### src/rtl/pixel_feed_pkg.sv
// pixel_feed_pkg
//   Shared types and constants for the pixel feed buffer slice.
//   COLOR_W / COORD_W : widths of one colour channel and one coordinate.
//   pixel_t           : packed {r, g, b, x, y} record held in the FIFO (46 bits).
//   cap_state_t       : capture state machine encoding.
//   is_kept()         : decimation test on a coordinate pair.
package pixel_feed_pkg;

  localparam int COLOR_W = 8;
  localparam int COORD_W = 11;

  typedef struct packed {
    logic [COLOR_W-1:0] r;
    logic [COLOR_W-1:0] g;
    logic [COLOR_W-1:0] b;
    logic [COORD_W-1:0] x;
    logic [COORD_W-1:0] y;
  } pixel_t;

  typedef enum logic {
    IDLE    = 1'b0,
    CAPTURE = 1'b1
  } cap_state_t;

  // A pixel survives decimation when the low decim_log2 bits of both
  // coordinates are zero; decim_log2 = 0 gives an all-zero mask (keep all).
  function automatic logic is_kept(input logic [COORD_W-1:0] x,
                                   input logic [COORD_W-1:0] y,
                                   input int                 decim_log2);
    logic [COORD_W-1:0] mask;
    mask = COORD_W'((1 << decim_log2) - 1);
    return ((x & mask) == '0) && ((y & mask) == '0);
  endfunction

endpackage

### src/rtl/pix_fifo.sv
// pix_fifo
//   Synchronous FIFO of pixel_t with a first-word-fall-through head: the
//   oldest entry is always visible on 'head' while the FIFO is non-empty.
//   Ports:
//     clk, rst_n      : clock and asynchronous active-low reset
//     push, push_data : write request and pixel to store
//     pop             : remove the head entry (ignored when empty)
//     head            : oldest stored pixel (valid only when !empty)
//     full, empty     : occupancy flags
//     level           : number of stored entries (0 .. 2**FIFO_AW)
module pix_fifo
  import pixel_feed_pkg::*;
#(
  parameter int FIFO_AW = 4
) (
  input  logic             clk,
  input  logic             rst_n,
  input  logic             push,
  input  pixel_t           push_data,
  input  logic             pop,
  output pixel_t           head,
  output logic             full,
  output logic             empty,
  output logic [FIFO_AW:0] level
);

  localparam int               DEPTH      = 1 << FIFO_AW;
  localparam logic [FIFO_AW:0] FULL_LEVEL = (FIFO_AW+1)'(DEPTH);

  pixel_t             mem [DEPTH];
  logic [FIFO_AW-1:0] wr_ptr;
  logic [FIFO_AW-1:0] rd_ptr;
  logic [FIFO_AW:0]   count;
  logic               do_push;
  logic               do_pop;

  // A pop on a full FIFO frees the slot the simultaneous push lands in,
  // so a push is only refused when full and not popping.
  assign do_pop  = pop & ~empty;
  assign do_push = push & (~full | do_pop);
  assign full    = (count == FULL_LEVEL);
  assign empty   = (count == '0);
  assign level   = count;
  assign head    = mem[rd_ptr];

  // Storage array; no reset needed since the pointers define what is valid.
  always_ff @(posedge clk) begin
    if (do_push) begin
      mem[wr_ptr] <= push_data;
    end
  end

  // Pointer and occupancy bookkeeping; a simultaneous push and pop leaves
  // the count unchanged.
  always_ff @(posedge clk or negedge rst_n) begin
    if (!rst_n) begin
      wr_ptr <= '0;
      rd_ptr <= '0;
      count  <= '0;
    end else begin
      if (do_push) begin
        wr_ptr <= wr_ptr + 1'b1;
      end
      if (do_pop) begin
        rd_ptr <= rd_ptr + 1'b1;
      end
      case ({do_push, do_pop})
        2'b10:   count <= count + 1'b1;
        2'b01:   count <= count - 1'b1;
        default: count <= count;
      endcase
    end
  end

endmodule

### src/rtl/pixel_feed_buffer.sv
// pixel_feed_buffer
//   Counts coordinates on a raw RGB stream, decimates it, buffers kept
//   pixels in pix_fifo and presents one pixel per rising edge of reqclk.
//   Ports:
//     clk_clk, reset_reset_n   : clock, asynchronous active-low reset
//     vid_valid, vid_sof       : pixel strobe and start-of-frame marker
//     vid_r, vid_g, vid_b      : input colour
//     capture_arm              : level enable, sampled only at SOF
//     reqclk                   : asynchronous pull request from firmware
//     r_out, g_out, b_out      : presented colour
//     x_out, y_out             : presented coordinates
//     sw_out                   : presented pixel valid
//     overflow                 : sticky drop flag, cleared at armed SOF
//     fifo_level               : FIFO occupancy
module pixel_feed_buffer
  import pixel_feed_pkg::*;
#(
  parameter int H_ACTIVE   = 640,
  parameter int V_ACTIVE   = 480,
  parameter int DECIM_LOG2 = 2,
  parameter int FIFO_AW    = 4
) (
  input  logic               clk_clk,
  input  logic               reset_reset_n,
  input  logic               vid_valid,
  input  logic               vid_sof,
  input  logic [COLOR_W-1:0] vid_r,
  input  logic [COLOR_W-1:0] vid_g,
  input  logic [COLOR_W-1:0] vid_b,
  input  logic               capture_arm,
  input  logic               reqclk,
  output logic [COLOR_W-1:0] r_out,
  output logic [COLOR_W-1:0] g_out,
  output logic [COLOR_W-1:0] b_out,
  output logic [COORD_W-1:0] x_out,
  output logic [COORD_W-1:0] y_out,
  output logic               sw_out,
  output logic               overflow,
  output logic [FIFO_AW:0]   fifo_level
);

  logic [COORD_W-1:0] x_cnt;
  logic [COORD_W-1:0] y_cnt;
  logic [COORD_W-1:0] pix_x;
  logic [COORD_W-1:0] pix_y;
  cap_state_t         state;
  cap_state_t         state_next;
  logic               capturing;
  logic               cap_start;
  logic               push;
  logic               req_meta;
  logic               req_sync;
  logic               req_prev;
  logic               req_rise;
  pixel_t             push_data;
  pixel_t             head;
  logic               fifo_full;
  logic               fifo_empty;

  // x_cnt/y_cnt hold the coordinate the next pixel will take; an SOF pixel
  // overrides them with (0,0) for itself.
  assign pix_x     = vid_sof ? '0 : x_cnt;
  assign pix_y     = vid_sof ? '0 : y_cnt;
  assign push_data = {vid_r, vid_g, vid_b, pix_x, pix_y};

  // Raster counters: advance once per valid pixel, wrapping at the end of
  // each line and at the end of the frame.
  always_ff @(posedge clk_clk or negedge reset_reset_n) begin
    if (!reset_reset_n) begin
      x_cnt <= '0;
      y_cnt <= '0;
    end else if (vid_valid) begin
      if (pix_x == COORD_W'(H_ACTIVE - 1)) begin
        x_cnt <= '0;
        y_cnt <= (pix_y == COORD_W'(V_ACTIVE - 1)) ? '0 : pix_y + 1'b1;
      end else begin
        x_cnt <= pix_x + 1'b1;
        y_cnt <= pix_y;
      end
    end
  end

  // Capture state register.
  always_ff @(posedge clk_clk or negedge reset_reset_n) begin
    if (!reset_reset_n) begin
      state <= IDLE;
    end else begin
      state <= state_next;
    end
  end

  // Capture decisions are only taken at SOF pixels, so a frame is always
  // captured whole or not at all; the SOF pixel itself follows capture_arm.
  always_comb begin
    state_next = state;
    capturing  = 1'b0;
    cap_start  = 1'b0;
    push       = 1'b0;
    if (vid_valid) begin
      if (vid_sof) begin
        cap_start  = capture_arm;
        capturing  = capture_arm;
        state_next = capture_arm ? CAPTURE : IDLE;
      end else begin
        capturing = (state == CAPTURE);
      end
      push = capturing && is_kept(pix_x, pix_y, DECIM_LOG2);
    end
  end

  // reqclk synchronizer and registered edge detector; req_rise pulses for
  // one cycle, three cycles after reqclk goes high.
  always_ff @(posedge clk_clk or negedge reset_reset_n) begin
    if (!reset_reset_n) begin
      req_meta <= 1'b0;
      req_sync <= 1'b0;
      req_prev <= 1'b0;
      req_rise <= 1'b0;
    end else begin
      req_meta <= reqclk;
      req_sync <= req_meta;
      req_prev <= req_sync;
      req_rise <= req_sync & ~req_prev;
    end
  end

  pix_fifo #(
    .FIFO_AW(FIFO_AW)
  ) u_fifo (
    .clk      (clk_clk),
    .rst_n    (reset_reset_n),
    .push     (push),
    .push_data(push_data),
    .pop      (req_rise),
    .head     (head),
    .full     (fifo_full),
    .empty    (fifo_empty),
    .level    (fifo_level)
  );

  // Presentation registers: each request either loads the FIFO head with
  // sw_out=1, or reports sw_out=0 and keeps the previous data.
  always_ff @(posedge clk_clk or negedge reset_reset_n) begin
    if (!reset_reset_n) begin
      r_out  <= '0;
      g_out  <= '0;
      b_out  <= '0;
      x_out  <= '0;
      y_out  <= '0;
      sw_out <= 1'b0;
    end else if (req_rise) begin
      if (!fifo_empty) begin
        r_out  <= head.r;
        g_out  <= head.g;
        b_out  <= head.b;
        x_out  <= head.x;
        y_out  <= head.y;
        sw_out <= 1'b1;
      end else begin
        sw_out <= 1'b0;
      end
    end
  end

  // Sticky overflow: a drop only happens when full and not popping in the
  // same cycle. A drop on the armed SOF pixel itself wins over the clear.
  always_ff @(posedge clk_clk or negedge reset_reset_n) begin
    if (!reset_reset_n) begin
      overflow <= 1'b0;
    end else if (push && fifo_full && !req_rise) begin
      overflow <= 1'b1;
    end else if (cap_start) begin
      overflow <= 1'b0;
    end
  end

endmodule
### config.mk
export PLATFORM = sky130hd
export DESIGN_NAME = pixel_feed_buffer
export DESIGN_NICKNAME = d
export VERILOG_FILES = /design/src/rtl/pixel_feed_pkg.sv /design/src/rtl/pix_fifo.sv /design/src/rtl/pixel_feed_buffer.sv
export SDC_FILE = /design/constraint.sdc
export NUM_CORES = 1
export LEC_CHECK = 0
export ABC_AREA = 1
export BUFFER_PORTS_ARGS = -buffer_cell sky130_fd_sc_hd__buf_2
export CAP_MARGIN = 20
export CORE_MARGIN = 1
export CORE_UTILIZATION = 40
export CTS_CLUSTER_SIZE = 40
export DETAILED_ROUTE_END_ITERATION = 6
export HOLD_SLACK_MARGIN = 0.08
export PLACE_DENSITY = 0.65
export SETUP_SLACK_MARGIN = 0.15
export SYNTH_ARGS = -nofsm -noshare
export SYNTH_HDL_FRONTEND = slang
export SYNTH_SLANG_ARGS = --single-unit
### constraint.sdc
create_clock -name clk_clk -period 3.6 [get_ports clk_clk]
set_input_delay 0.72 -clock clk_clk [delete_from_list [all_inputs] [get_ports clk_clk]]
set_output_delay 0.72 -clock clk_clk [all_outputs]
set_load 0.1 [all_outputs]
==> results of run 1 <==
## stage by stage
stage / util, % / worst slack [ns]
2_1_floorplan: - / 0.03562
3_3_place_gp: 42.84 / 0.5523
3_5_place_dp: 42.84 / 0.5055
4_1_cts: 46.33 / 0.9854
5_1_grt: 46.33 / 0.8680
6_report: 46.33 / 1.016
## Yosys cell counts (2+ instances only)
library cell and instances:
sky130_fd_sc_hd__buf_2 90, sky130_fd_sc_hd__ha_1 12, sky130_fd_sc_hd__inv_1 60, sky130_fd_sc_hd__clkbuf_1 35, sky130_fd_sc_hd__nor2_4 5, sky130_fd_sc_hd__xor2_1 12, sky130_fd_sc_hd__buf_4 25, sky130_fd_sc_hd__edfxtp_1 736
sky130_fd_sc_hd__nand4_1 7, sky130_fd_sc_hd__buf_1 9, sky130_fd_sc_hd__nand2_2 7, sky130_fd_sc_hd__inv_2 4, sky130_fd_sc_hd__dfrtp_1 88, sky130_fd_sc_hd__a21oi_1 99, sky130_fd_sc_hd__nand2_1 958, sky130_fd_sc_hd__a21boi_0 5
sky130_fd_sc_hd__o21ai_0 39, sky130_fd_sc_hd__nor2_2 6, sky130_fd_sc_hd__o21ai_1 7, sky130_fd_sc_hd__nor3_1 2, sky130_fd_sc_hd__nor2_1 110, sky130_fd_sc_hd__nand3_1 530, sky130_fd_sc_hd__buf_6 6, sky130_fd_sc_hd__o22ai_1 12
## final timing paths
kind | from | end | slack, ns | cells past startpoint
max in group asynchronous | reset_reset_n | req_rise$_DFF_PN0_ | 2.04 | 4
max | x_cnt[0]$_DFFE_PN0P_ | u_fifo.mem[1][2]$_DFFE_PP_ | 1.02 | 11
min | reqclk | req_meta$_DFF_PN0_ | 0.20 | 1
min in group asynchronous | reset_reset_n | y_out[10]$_DFFE_PN0P_ | 0.57 | 2
max reg2reg | x_cnt[0]$_DFFE_PN0P_ | u_fifo.mem[1][2]$_DFFE_PP_ | 1.02 | 11
min reg2reg | req_meta$_DFF_PN0_ | req_sync$_DFF_PN0_ | 0.35 | 0
## report_power, final
| part | switching [mW] | internal (mW) |
|---|---|---|
| clock | 3.80 | 5.13 |
| sequential | 0.454 | 10.9 |
| combinational | 7.78 | 2.43 |
## sequential cells by signal, summed over array words and instances (netlist names), 4 cells and up
name           count
g_out              8
u_fifo.rd_ptr      4
x_cnt             11
y_out             11
u_fifo.level       5
r_out              8
u_fifo.wr_ptr      4
x_out             11
b_out              8
u_fifo.mem       736
y_cnt             11
## cell families after synthesis
family,count (synthesis)
AO/OA/AOI/OAI,164
flip-flops,824
AND/OR/NAND/NOR,1629
buffers and inverters,233
XOR/XNOR,14
adder cells (fa/ha/maj),13
## placed cells by master, fill, tap and decap left out, types with 2 or more instances in the layout
master                       instances
sky130_fd_sc_hd__nand2_1           957
sky130_fd_sc_hd__edfxtp_1          736
sky130_fd_sc_hd__nand3_1           530
sky130_fd_sc_hd__a21oi_1            99
sky130_fd_sc_hd__nor2_1             94
sky130_fd_sc_hd__clkbuf_16          88
sky130_fd_sc_hd__dfrtp_1            84
sky130_fd_sc_hd__buf_2              81
sky130_fd_sc_hd__inv_1              59
sky130_fd_sc_hd__buf_4              47
sky130_fd_sc_hd__o21ai_0            39
sky130_fd_sc_hd__clkbuf_1           25
sky130_fd_sc_hd__buf_12             23
sky130_fd_sc_hd__nor2_4             21
sky130_fd_sc_hd__clkinv_2           15
sky130_fd_sc_hd__xor2_1             12
sky130_fd_sc_hd__o22ai_1            12
sky130_fd_sc_hd__ha_1               12
sky130_fd_sc_hd__clkinv_1           11
sky130_fd_sc_hd__nand4_1             7
sky130_fd_sc_hd__nand2_2             7
sky130_fd_sc_hd__o21ai_1             7
sky130_fd_sc_hd__nor2_2              6
sky130_fd_sc_hd__clkbuf_8            6
sky130_fd_sc_hd__clkinvlp_4          6
sky130_fd_sc_hd__bufinv_16           6
sky130_fd_sc_hd__a21boi_0            5
sky130_fd_sc_hd__inv_6               5
sky130_fd_sc_hd__inv_2               3
sky130_fd_sc_hd__dfrtp_4             3
sky130_fd_sc_hd__nor3_1              2
sky130_fd_sc_hd__inv_8               2
sky130_fd_sc_hd__nand2_4             2
sky130_fd_sc_hd__clkinv_16           2
sky130_fd_sc_hd__inv_16              2
## metal layers
layer	global-route usage (%)	vias to the layer above
met5	0	-
met4	5.392	2
met3	3.802	111
met2	30.84	789
met1	27.98	10640
li1	-	10160
## final cells by class
cell class	instances	area, um2
clock inverters	47	493.0
inverters	67	279.0
fillers	7384	44280
flip-flops and latches	824	24320
multi-input cells	1820	8193
clock buffers	119	2379
repair buffers	152	1229
well taps	1070	1339
## worst reg2reg max path: stages (launching register included)
cell and delay [ns]:
sky130_fd_sc_hd__dfrtp_1 0.37, sky130_fd_sc_hd__inv_1 0.07, sky130_fd_sc_hd__nor2_1 0.05, sky130_fd_sc_hd__inv_1 0.06, sky130_fd_sc_hd__ha_1 0.16, sky130_fd_sc_hd__nand3_1 0.11, sky130_fd_sc_hd__a21oi_2 0.17, sky130_fd_sc_hd__nand2_1 0.18
sky130_fd_sc_hd__inv_2 0.18, sky130_fd_sc_hd__nand2_1 0.25, sky130_fd_sc_hd__nor2_4 0.20, sky130_fd_sc_hd__buf_4 0.39
==> results.cfg, run 1 <==
[outcome]
outcome = completed

[die]
chipWidth_um = 291.5
core_area_um2 = 82500
rows = 105
die_area_um2 = 84950
start_util_pct = 40.62
top_level_ports = 83
dieHeight_um = 291.5

[logic_synthesis]
asyncSetResetFlopFracSynth_pct = 10.68
synthesis.yosys.warnings = 0
synthCells = 2877
syn_nets = 2920
synth_adder_area_share_pct = 0.5077
synth-simple-area-share_pct = 20.62
post_synth_top_area_cell = sky130_fd_sc_hd__edfxtp_1
post_synth.cell_area_avg_um2 = 11.65
netlist-cell-type-count = 37
synth-seq-cells = 824
synth_top_family_by_area = simple AND/OR/NAND/NOR gates
synth_compound_gate_area_share_pct = 2.550
netlist_area_um2 = 33520
fraction_of_synthesized_area_in_multiplexers_pct = 0
largest_cells_by_area_after_synthesis = sky130_fd_sc_hd__edfxtp_1 66%, sky130_fd_sc_hd__nand2_1 11%, sky130_fd_sc_hd__nand3_1 7.9%, sky130_fd_sc_hd__dfrtp_1 6.6%, sky130_fd_sc_hd__a21oi_1 1.5%
yosys.area.top_type_share_pct = 65.94
synth_edf_count = 736
synth_xor_area_share_pct = 0.3882
synth.yosys.seq_area_share_pct = 72.51
yosys_most_used_dff = sky130_fd_sc_hd__edfxtp_1

[detailed_routing]
routedWlPerCell_um = 20.34
dr_total_vias = 21700
firstDrtPassIters = 5
drc = 0
top_routing_layer_used = met5
totalWireLength_um = 83390
detail_route.wirelength.met1_um = 36940
metal2_wl_um = 38800
post_drt_via_cell_ratio = 5.294
postRouteAntennaNets = 0
initialDrtViolationCount = 1962
met3_length_um = 5937

[finish]
final-instance-count-excl-fill = 4099
n_antenna_cell = 0
share_of_layout_cells_above_drive_strength_1_pct = 11.03
finish.net_count = 2996
final_area_um2 = 38230
layout_overhead_on_the_synthesized_area_pct = 14.06

[placement]
placed_cell_area_um2 = 35350
hpwlAfterDp_um = 46080
port_buffers = 82
place.detailed.instances = 3932
place_congestion = 0.7977

[timing]
period_share_pct = 71.77
timing.final.hold_violations = 0
max_freq_ghz = 0.3870
min_period_ns = 2.584
slew_headroom_pct = 38.93
tightestPinTransition_ns = 0.9161
fin_hold_ws_ns = 0.2041
worst_clock_skew_ns = 0.04686
fin_setup_tns_ns = 0
max_slew_violation_total_from_the_final_report = 0
rsz0062_at_grt = no
finalSetupViolations = 0

[global_route]
grt_max_degree = 197
antenna_found_initial = 1
grt_first_pass_wirelength_um = 128800
grt_usage_pct = 19.68
grt_pass1_vias = 21180
global_route.overflow_total = 0

[clock_tree]
cts.repair_timing.setup_buffer_count = 0
ctsLongestPathBuffers = 3
postCtsHoldBufs = 1
cts.clk_slew.worst_paths_ns = 0.06
postCtsResizedCells = 0
ctsHtreeMaxLevel = 3
worstSkewPairLatency_ns = 0.67
root_buffer = sky130_fd_sc_hd__clkbuf_16
cts_tree = done
cts.sink_count = 824
cts_made_buffers = 88

[critical_path]
data_arrival_critical_path_ns = 2.86
cp_top_family = simple AND/OR/NAND/NOR gates
required_ns = 3.88
timing.critical_path.buf_inv = 4
crit_path_max_fanout = 23
critical_path.startpoint_type = flip-flop
worstPathCellList = inv_1, nor2_1, inv_1, ha_1, nand3_1, a21oi_2, nand2_1, inv_2, nand2_1, nor2_4, buf_4
critPathSlowestCell = sky130_fd_sc_hd__buf_4
critPathCaptureType = flip-flop
critical_path_class = flip-flop to flip-flop
max_stage_delay_ns = 0.39

[hold_path]
hold_class = primary input to flip-flop

[run]
count_of_maximum_capacitance_violations = 0

[pwr]
worst_ir_drop_vdd_uv = 886.6
power_per_cell_area_nw_per_um2 = 798.5
total_power_mw = 30.52
cellLeakagePower_nw = 14.19
(Power assumes the default switching activity.)
==> run 2, diff against run 1 <==
--- a/config.mk
+++ b/config.mk
@@ -13,7 +13,7 @@
 export CTS_CLUSTER_SIZE = 40
 export DETAILED_ROUTE_END_ITERATION = 6
 export HOLD_SLACK_MARGIN = 0.08
-export PLACE_DENSITY = 0.65
+export PLACE_DENSITY = 0.63
 export SETUP_SLACK_MARGIN = 0.15
 export SYNTH_ARGS = -nofsm -noshare
 export SYNTH_HDL_FRONTEND = slang
==> constraint.sdc (replaced) <==
create_clock -name clk_clk -period 2.4 [get_ports clk_clk]
set_input_delay 0.48 -clock clk_clk [delete_from_list [all_inputs] [get_ports clk_clk]]
set_output_delay 0.48 -clock clk_clk [all_outputs]
set_load 0.1 [all_outputs]
==> run 2 against run 1 <==
Compared with the run above: sequential share of layout area down 2.0 points; sequential cell count unchanged; global-route usage up 0.24 points; total power up 52%; cell count up 1.8%; wire length up 2.1%; clock power up 49%; largest cell class unchanged.
==> results.cfg, run 2 (synthesized netlist as in run 1, its figures left out) <==
[outcome]
outcome = completed

[clock_tree]
ctsLongestPathBuffers = 3
cts_tree = done
worstSkewPairLatency_ns = 0.64
cts_made_buffers = 86
root_buffer = sky130_fd_sc_hd__clkbuf_16
cts.sink_count = 824
ctsHtreeMaxLevel = 3
cts.clk_slew.worst_paths_ns = 0.06

[global_route]
grt_first_pass_wirelength_um = 130200
grt_usage_pct = 19.92
grt_pass1_vias = 21340
grt_max_degree = 94
global_route.overflow_total = 0
antenna_found_initial = 1

[finish]
final_area_um2 = 39500
fill_cells = 7273
share_of_layout_cells_above_drive_strength_1_pct = 13.95
final-instance-count-excl-fill = 4174
largest-register = u_fifo.mem
n_antenna_cell = 0
finish.net_count = 3074
largest_reg_flops = 736
layout.cells.most_common = sky130_fd_sc_hd__nand2_1
layout_overhead_on_the_synthesized_area_pct = 17.86
most_frequent_cells_in_the_layout = 951 x sky130_fd_sc_hd__nand2_1, 736 x sky130_fd_sc_hd__edfxtp_1, 529 x sky130_fd_sc_hd__nand3_1

[timing]
period_share_pct = 91.62
max_freq_ghz = 0.4548
min_period_ns = 2.199
worst_clock_skew_ns = 0.01855
rsz0062_at_grt = yes
fin_hold_ws_ns = 0.2403
timing.final.hold_violations = 0
tightestPinTransition_ns = 0.8563
slew_headroom_pct = 42.91
finalSetupViolations = 0
max_slew_violation_total_from_the_final_report = 0

[detailed_routing]
firstDrtPassIters = 7
dr_total_vias = 22010
routedWlPerCell_um = 20.41
initialDrtViolationCount = 2139
postRouteAntennaNets = 0
drc = 0
post_drt_via_cell_ratio = 5.273
totalWireLength_um = 85170

[hold_path]
hold_class = primary input to flip-flop

[pwr]
power_per_cell_area_nw_per_um2 = 1178
total_power_mw = 46.52
cellLeakagePower_nw = 14.77
worst_ir_drop_vdd_uv = 955.3

[die]
rows = 105
top_level_ports = 83
dieHeight_um = 291.5
die_area_um2 = 84950
chipWidth_um = 291.5
core_area_um2 = 82500
start_util_pct = 40.62

[placement]
placed_cell_area_um2 = 36390
place_congestion = 0.7833
port_buffers = 82
place.detailed.instances = 4001
hpwlAfterDp_um = 48750

[critical_path]
critical_path.startpoint_type = flip-flop
data_arrival_critical_path_ns = 2.53
critical_path_class = flip-flop to flip-flop
crit_path_max_fanout = 7
critPathCaptureType = flip-flop
required_ns = 2.74

[run]
count_of_maximum_capacitance_violations = 0
## run 2: cell count changes in the layout (fill, tap and decap cells not counted), moves of 5 or more
| cell | delta |
|---|---|
| sky130_fd_sc_hd__nand2_8 | +5 |
| sky130_fd_sc_hd__clkinv_2 | +6 |
| sky130_fd_sc_hd__buf_12 | +36 |
| sky130_fd_sc_hd__buf_6 | +7 |
| sky130_fd_sc_hd__buf_4 | +31 |
| sky130_fd_sc_hd__nand2_1 | -6 |
## run 2: timing repair
item	in CTS	in global routing
setup buffers	2	4
endpoints found under the hold margin	25	0
hold buffers	2	0
pin swaps	2	8
gates cloned	1	3
setup endpoints to repair	646	659
resized for setup	8	18
## run 2: final cells by class
type | count | area (um2) | share of cell area, %
Clock buffer | 119 | 2389 | 6.046
Timing Repair Buffer | 232 | 2401 | 6.078
Inverter | 67 | 291.5 | 0.7380
Tap cell | 1070 | 1339 | 3.389
Clock inverter | 42 | 436.7 | 1.105
Multi-Input combinational cell | 1820 | 8325 | 21.08
Sequential cell | 824 | 24320 | 61.57
## run 2: power breakdown
part	internal, mW	switching, mW	total [mW]
Combinational	4.20	12.0	16.2
Sequential	16.4	0.564	17.0
Clock	7.85	5.48	13.3
Total	28.4	18.1	46.5
## run 2: per-stage QoR
step	worst slack (ns)	setup TNS, ns	util [%]
after CTS	0.1100	0	47.65
final	0.2011	0	47.88
after global placement	-0.2998	-60.94	44.10
after floorplan	-0.2735	-186.02	-
after global routing	0.06563	0	47.88
after detailed placement	-0.2466	-82.12	44.10
## run 2: critical path: stages (launching register included)
cell                        delay, ns
sky130_fd_sc_hd__dfrtp_1         0.39
sky130_fd_sc_hd__inv_2           0.08
sky130_fd_sc_hd__nor2_4          0.04
sky130_fd_sc_hd__inv_2           0.06
sky130_fd_sc_hd__ha_4            0.13
sky130_fd_sc_hd__nand3_4         0.07
sky130_fd_sc_hd__a21oi_4         0.16
sky130_fd_sc_hd__buf_6           0.12
sky130_fd_sc_hd__buf_6           0.10
sky130_fd_sc_hd__nand2_8         0.07
sky130_fd_sc_hd__clkinv_8        0.11
sky130_fd_sc_hd__nand2_8         0.08
sky130_fd_sc_hd__nor2_4          0.16
sky130_fd_sc_hd__buf_12          0.16
sky130_fd_sc_hd__clkbuf_16       0.17
## run 2: worst paths after layout
kind                                           start                           end  slack, ns  cells after the start
max in group asynchronous              reset_reset_n  u_fifo.rd_ptr[1]$_DFFE_PN0P_       1.43                      3
worst min register to register    req_meta$_DFF_PN0_            req_sync$_DFF_PN0_       0.35                      0
worst min-delay path                        vid_r[6]   u_fifo.mem[9][44]$_DFFE_PP_       0.24                      1
worst max register to register  x_cnt[0]$_DFFE_PN0P_   u_fifo.mem[5][14]$_DFFE_PP_       0.20                     14
min in group asynchronous              reset_reset_n          overflow$_DFFE_PN0P_       0.32                      2
worst max-delay path            x_cnt[0]$_DFFE_PN0P_   u_fifo.mem[5][14]$_DFFE_PP_       0.20                     14
## run 2: per-layer routing
| layer | GRT usage, % | wire, um | vias to the layer above |
|---|---|---|---|
| li1 | - | - | 10330 |
| met2 | 31.83 | 40110 | 701 |
| met1 | 28.12 | 37730 | 10870 |
| met5 | 0 | 11 | - |
| met4 | 5.866 | 1690 | 2 |
| met3 | 3.100 | 5626 | 107 |
